`src/rtl/mul_accumulate.sv`:
```
// mul_accumulate: reduces SIZE registered 64-bit partial products, LANES per
// cycle, into a 64-bit product and returns the selected 32-bit half through a
// valid/ready handshake.
// Optional build macro MUL_ACC_ZERO_SKIP_EN: an all-zero request skips the
// accumulate beats and goes straight to DONE with a zero result.
module mul_accumulate #(
  parameter int SIZE  = 16,
  parameter int LANES = 4
) (
  input  logic                 clk,
  input  logic                 rst,
  input  logic                 start_i,
  input  logic [64*SIZE-1:0]   partial_i,
  input  logic [1:0]           sign_i,
  input  logic                 higher_i,
  input  logic                 clear_i,
  input  logic                 ready_i,
  output logic                 busy_o,
  output logic                 valid_o,
  output logic [31:0]          result_o,
  output logic [1:0]           sign_o
);

  localparam int NBEAT = SIZE / LANES;
  localparam int CW    = $clog2(NBEAT) + 1;
  localparam int IW    = (NBEAT > 1) ? $clog2(NBEAT) : 1;
  localparam int BW    = 64 * LANES;

  typedef enum logic [1:0] {
    IDLE = 2'd0,
    ACC  = 2'd1,
    DONE = 2'd2
  } state_t;

  state_t               state_reg, state_next;
  logic [64*SIZE-1:0]   buf_reg;
  logic [63:0]          acc_reg;
  logic [CW-1:0]        cnt_reg;
  logic                 hi_reg;
  logic [1:0]           sign_reg;
  logic [31:0]          result_reg;

  logic [BW-1:0]        beat_arr [NBEAT];
  logic [63:0]          lane_val [LANES];
  logic [BW-1:0]        beat_sel;
  logic [63:0]          beat_sum;
  logic [63:0]          acc_next;
  logic                 last_beat;
  logic                 all_zero;

  // Split the buffer into one group of LANES slices per accumulate beat.
  generate
    for (genvar gi = 0; gi < NBEAT; gi++) begin : g_beat
      assign beat_arr[gi] = buf_reg[gi*BW +: BW];
    end
  endgenerate

  assign beat_sel = beat_arr[cnt_reg[IW-1:0]];

  // Individual 64-bit lanes of the beat currently being reduced.
  generate
    for (genvar gi = 0; gi < LANES; gi++) begin : g_lane
      assign lane_val[gi] = beat_sel[gi*64 +: 64];
    end
  endgenerate

  // Sum of the current beat's lanes; carries out of bit 63 are dropped.
  always_comb begin
    beat_sum = '0;
    for (int i = 0; i < LANES; i++) begin
      beat_sum = beat_sum + lane_val[i];
    end
  end

  assign acc_next  = acc_reg + beat_sum;
  assign last_beat = (cnt_reg == CW'(NBEAT - 1));

`ifdef MUL_ACC_ZERO_SKIP_EN
  assign all_zero = (partial_i == '0);
`else
  assign all_zero = 1'b0;
`endif

  // State register.
  always_ff @(posedge clk or posedge rst) begin
    if (rst) begin
      state_reg <= IDLE;
    end else begin
      state_reg <= state_next;
    end
  end

  // Next-state logic; a flush overrides every other transition.
  always_comb begin
    state_next = state_reg;
    case (state_reg)
      IDLE: begin
        if (start_i) begin
          state_next = all_zero ? DONE : ACC;
        end
      end
      ACC: begin
        if (last_beat) begin
          state_next = DONE;
        end
      end
      DONE: begin
        if (ready_i) begin
          state_next = IDLE;
        end
      end
      default: state_next = IDLE;
    endcase
    if (clear_i) begin
      state_next = IDLE;
    end
  end

  // Capture, accumulate and result registers; nothing moves during a flush.
  always_ff @(posedge clk or posedge rst) begin
    if (rst) begin
      buf_reg    <= '0;
      acc_reg    <= '0;
      cnt_reg    <= '0;
      hi_reg     <= 1'b0;
      sign_reg   <= 2'b00;
      result_reg <= '0;
    end else if (!clear_i) begin
      case (state_reg)
        IDLE: begin
          if (start_i) begin
            buf_reg  <= partial_i;
            hi_reg   <= higher_i;
            sign_reg <= sign_i;
            acc_reg  <= '0;
            cnt_reg  <= '0;
            if (all_zero) begin
              result_reg <= '0;
            end
          end
        end
        ACC: begin
          acc_reg <= acc_next;
          cnt_reg <= cnt_reg + CW'(1);
          if (last_beat) begin
            result_reg <= hi_reg ? acc_next[63:32] : acc_next[31:0];
          end
        end
        default: begin
        end
      endcase
    end
  end

  assign busy_o   = (state_reg != IDLE);
  assign valid_o  = (state_reg == DONE);
  assign result_o = result_reg;
  assign sign_o   = sign_reg;

endmodule

```
`config.mk`:
```
export PLATFORM = sky130hd
export DESIGN_NAME = mul_accumulate
export DESIGN_NICKNAME = d
export VERILOG_FILES = /design/src/rtl/mul_accumulate.sv
export SDC_FILE = /design/constraint.sdc
export NUM_CORES = 2
export LEC_CHECK = 0
export ABC_AREA = 1
export CORE_AREA = 2 2 417 419
export DETAILED_ROUTE_END_ITERATION = 8
export DIE_AREA = 0 0 419 421
export GPL_ROUTABILITY_DRIVEN = 0
export SYNTH_ARGS = -nofsm -noshare
export SYNTH_HDL_FRONTEND = slang
export SYNTH_SLANG_ARGS = --single-unit
```
`constraint.sdc`:
```
create_clock -name clk -period 43.7 [get_ports clk]
set_clock_uncertainty 0.15 [all_clocks]
set_input_delay 8.74 -clock clk [delete_from_list [all_inputs] [get_ports clk]]
set_output_delay 8.74 -clock clk [all_outputs]
set_load 0.02 [all_outputs]
```
==> run metrics <==
TritonCTS buffer count 135; CP max stage cell buf_4; Synth area leaders dfrtp_1, nand2_1, fa_1; min-delay worst type flip-flop to flip-flop; Iter 0 DRT Violations 5,263; Avg Cell Area, Syn 7.50 um2; Sink Count 1,128; reg-to-reg startpoint cnt_reg[0]$_DFFE_PP0P_; TritonCTS clock tree built; Initial Util 0.352; chip height 421 um; nature of the critical path endpoint async pin; CP arrival 13.96 ns; Max-cap violations 0; 1st-pass router iterations 6; H-tree depth 4; per-cell routed wire length 20.4 um; Core Rows 153; Worst Setup SP rst; Synth Area in XOR/XNOR 0.00274; post-synthesis mux area share 0; DIE WIDTH 419 um; Max Buffers Root-to-Sink 3; Final min period 13.33 ns; Data required, critical path 44.33 ns; Synth Area in Simple Gates 0.301; Clock Latency Late Sink 0.77 ns; CP max stage delay 0.90 ns; WHS Path Cells 2; via count 56,300; share of layout cells above drive strength 1 0.0365; postcts setup bufs 0; Synth top area share 0.465; RSZ-0062 raised after global routing no; Slew Limit Headroom 0.192; largest family of logic cells by synthesized area simple AND/OR/NAND/NOR gates; Synth Warn # 0; gr usage total 0.258; remaining antenna violation count after routing 0; PortBufs 1,067; ys flop type dfrtp_1; Largest register FFs 1,024; final global-route overflow total 0; clk slew on worst S/H paths 0.06 ns; Synth Register Bits 1,128; DR DRC count 0; Slew Viols, Final 0; Post-Synth Adder-Cell Area 0.0757; root buffer cell clkbuf_16; Slew @ Worst Pin 1.21 ns; Mapped Nets 9,379; top post-synthesis cells by count nand2_1, dfrtp_1, inv_1; Post-synth EDFFs 0; Routed WL 232 mm; hold endpoint buf_reg[406]$_DFFE_PP0P_; cell depth of the worst flop-to-flop path 23; Post-Synthesis Cells 8,093; # setup viols final 0; pin count of the biggest net entering global routing 203; number of global-route vias before repair 55,300; status completed; worst hold start buf_reg[406]$_DFFE_PP0P_; Synth area leader dfrtp_1; die area 176,000 um2; post-DR vias/cell 4.94; element type at the critical path start input port; sequential-to-total area share from yosys stat 0.465; FF-to-FF setup slack 35.87 ns; hpwl dp 172 mm; crit-path cells clkdlybuf4s50_1, inv_8, buf_4, buf_4, buf_4, buf_4, buf_4; setup TNS 0 ns; Final Hold Viols 0; f_max 0.0750 GHz; Async SR Flop Fraction 1.00; cts hold-fix bufs 0; Synth cell types 33; first-pass GRT wire length 346 mm; count leader, synth nand2_1; cell mode on critical path buf_4; CP Max Fanout 111; post-cts sizing count 0; area fraction in compound gates after synthesis 0.0813; mapped cell area 60,700 um2; Setup CP Type input port to async pin; initial antenna violation count 21; FF-to-FF End result_o[28]$_DFFE_PP0P_; nets 10,200; Core Area 172,000 um2; synthesis-to-layout area growth 27.9%; io pins 1,068; period utilisation layout 0.305
## stage by stage
| stage | util | instance area [um2] | std cells | setup slack [ns] | hold WS, ns |
|---|---|---|---|---|---|
| 4_1_cts | 0.450 | 77600 | 11400 | 30.20 | 0.325 |
| 3_3_place_gp | 0.423 | 73000 | 11100 | 29.45 | 0.306 |
| 2_1_floorplan | - | 60700 | 8093 | 3.04 | 0.294 |
| 5_1_grt | 0.450 | 77600 | 11400 | 29.64 | 0.338 |
| 6_report | 0.450 | 77600 | 11400 | 30.37 | 0.321 |
| 3_5_place_dp | 0.423 | 73000 | 11100 | 29.38 | 0.310 |
## placed cells by master, fill, tap and decap left out, types with 4 or more instances in the layout
| cell type | n |
|---|---|
| nand2_1 | 4330 |
| dfrtp_1 | 1125 |
| clkdlybuf4s50_1 | 1067 |
| inv_1 | 714 |
| nor2_1 | 266 |
| o21ai_0 | 244 |
| a21oi_1 | 239 |
| fa_1 | 188 |
| a32o_1 | 172 |
| clkbuf_16 | 137 |
| o22ai_1 | 92 |
| nand3_1 | 91 |
| ha_1 | 66 |
| buf_4 | 50 |
| clkbuf_1 | 31 |
| clkbuf_8 | 26 |
| nand2_2 | 20 |
| clkinv_2 | 19 |
| diode_2 | 16 |
| nor2_2 | 15 |
| nand4_1 | 15 |
| o21ai_1 | 14 |
| xor2_1 | 14 |
| o21bai_1 | 13 |
| bufinv_16 | 9 |
| nand3_2 | 7 |
| nand3b_1 | 6 |
| inv_6 | 6 |
| buf_12 | 6 |
| xnor2_1 | 5 |
| nor3_1 | 5 |
| clkinv_8 | 5 |
| inv_8 | 4 |
| nor2_4 | 4 |
| nor4_1 | 4 |
| clkinvlp_4 | 4 |
## layer usage
metal	track usage	share of wire	vias up
met3	0.0327	0.054	425
met2	0.421	0.47	2067
met1	0.340	0.42	27200
li1	-	-	26500
met4	0.121	0.051	4
met5	0	0.00011	-
## worst max path at each step
stage / end / slack, ns
after global placement: buf_reg[695]$_DFFE_PP0P_ / 29.45
final: buf_reg[190]$_DFFE_PP0P_ / 30.37
after floorplan: acc_reg[0]$_DFFE_PP0P_ / 3.04
after detailed placement: buf_reg[446]$_DFFE_PP0P_ / 29.38
after CTS: buf_reg[183]$_DFFE_PP0P_ / 30.20
after global routing: buf_reg[699]$_DFFE_PP0P_ / 29.64
## cell type report
type | count | area, um2
Fill cell | 17300 | 94900
Sequential cell | 1128 | 28200
Multi-Input combinational cell | 5820 | 28000
Timing Repair Buffer | 1123 | 11200
Clock buffer | 194 | 3900
Tap cell | 2325 | 2910
Inverter | 723 | 2750
Clock inverter | 49 | 641
Antenna cell | 16 | 40.0
## cell families (layout without fill, tap and decap cells)
family | count (synthesis) | after routing
adders and majority gates | 254 | 254
AOI/OAI and AO/OA | 780 | 780
and+or+nand+nor | 4767 | 4767
DFF | 1128 | 1128
buffers and inverters | 1145 | 2089
xor gates and xnor gates | 19 | 19
other | 0 | 16
## critical path, delay by kind of cell
| kind | cells | cell delay, ns |
|---|---|---|
| buffers and inverters | 7 | 4.91 |
Power is left out: the tool's default activity adds up to more than one toggle a clock period on the data nets, which glitch-free logic cannot reach.
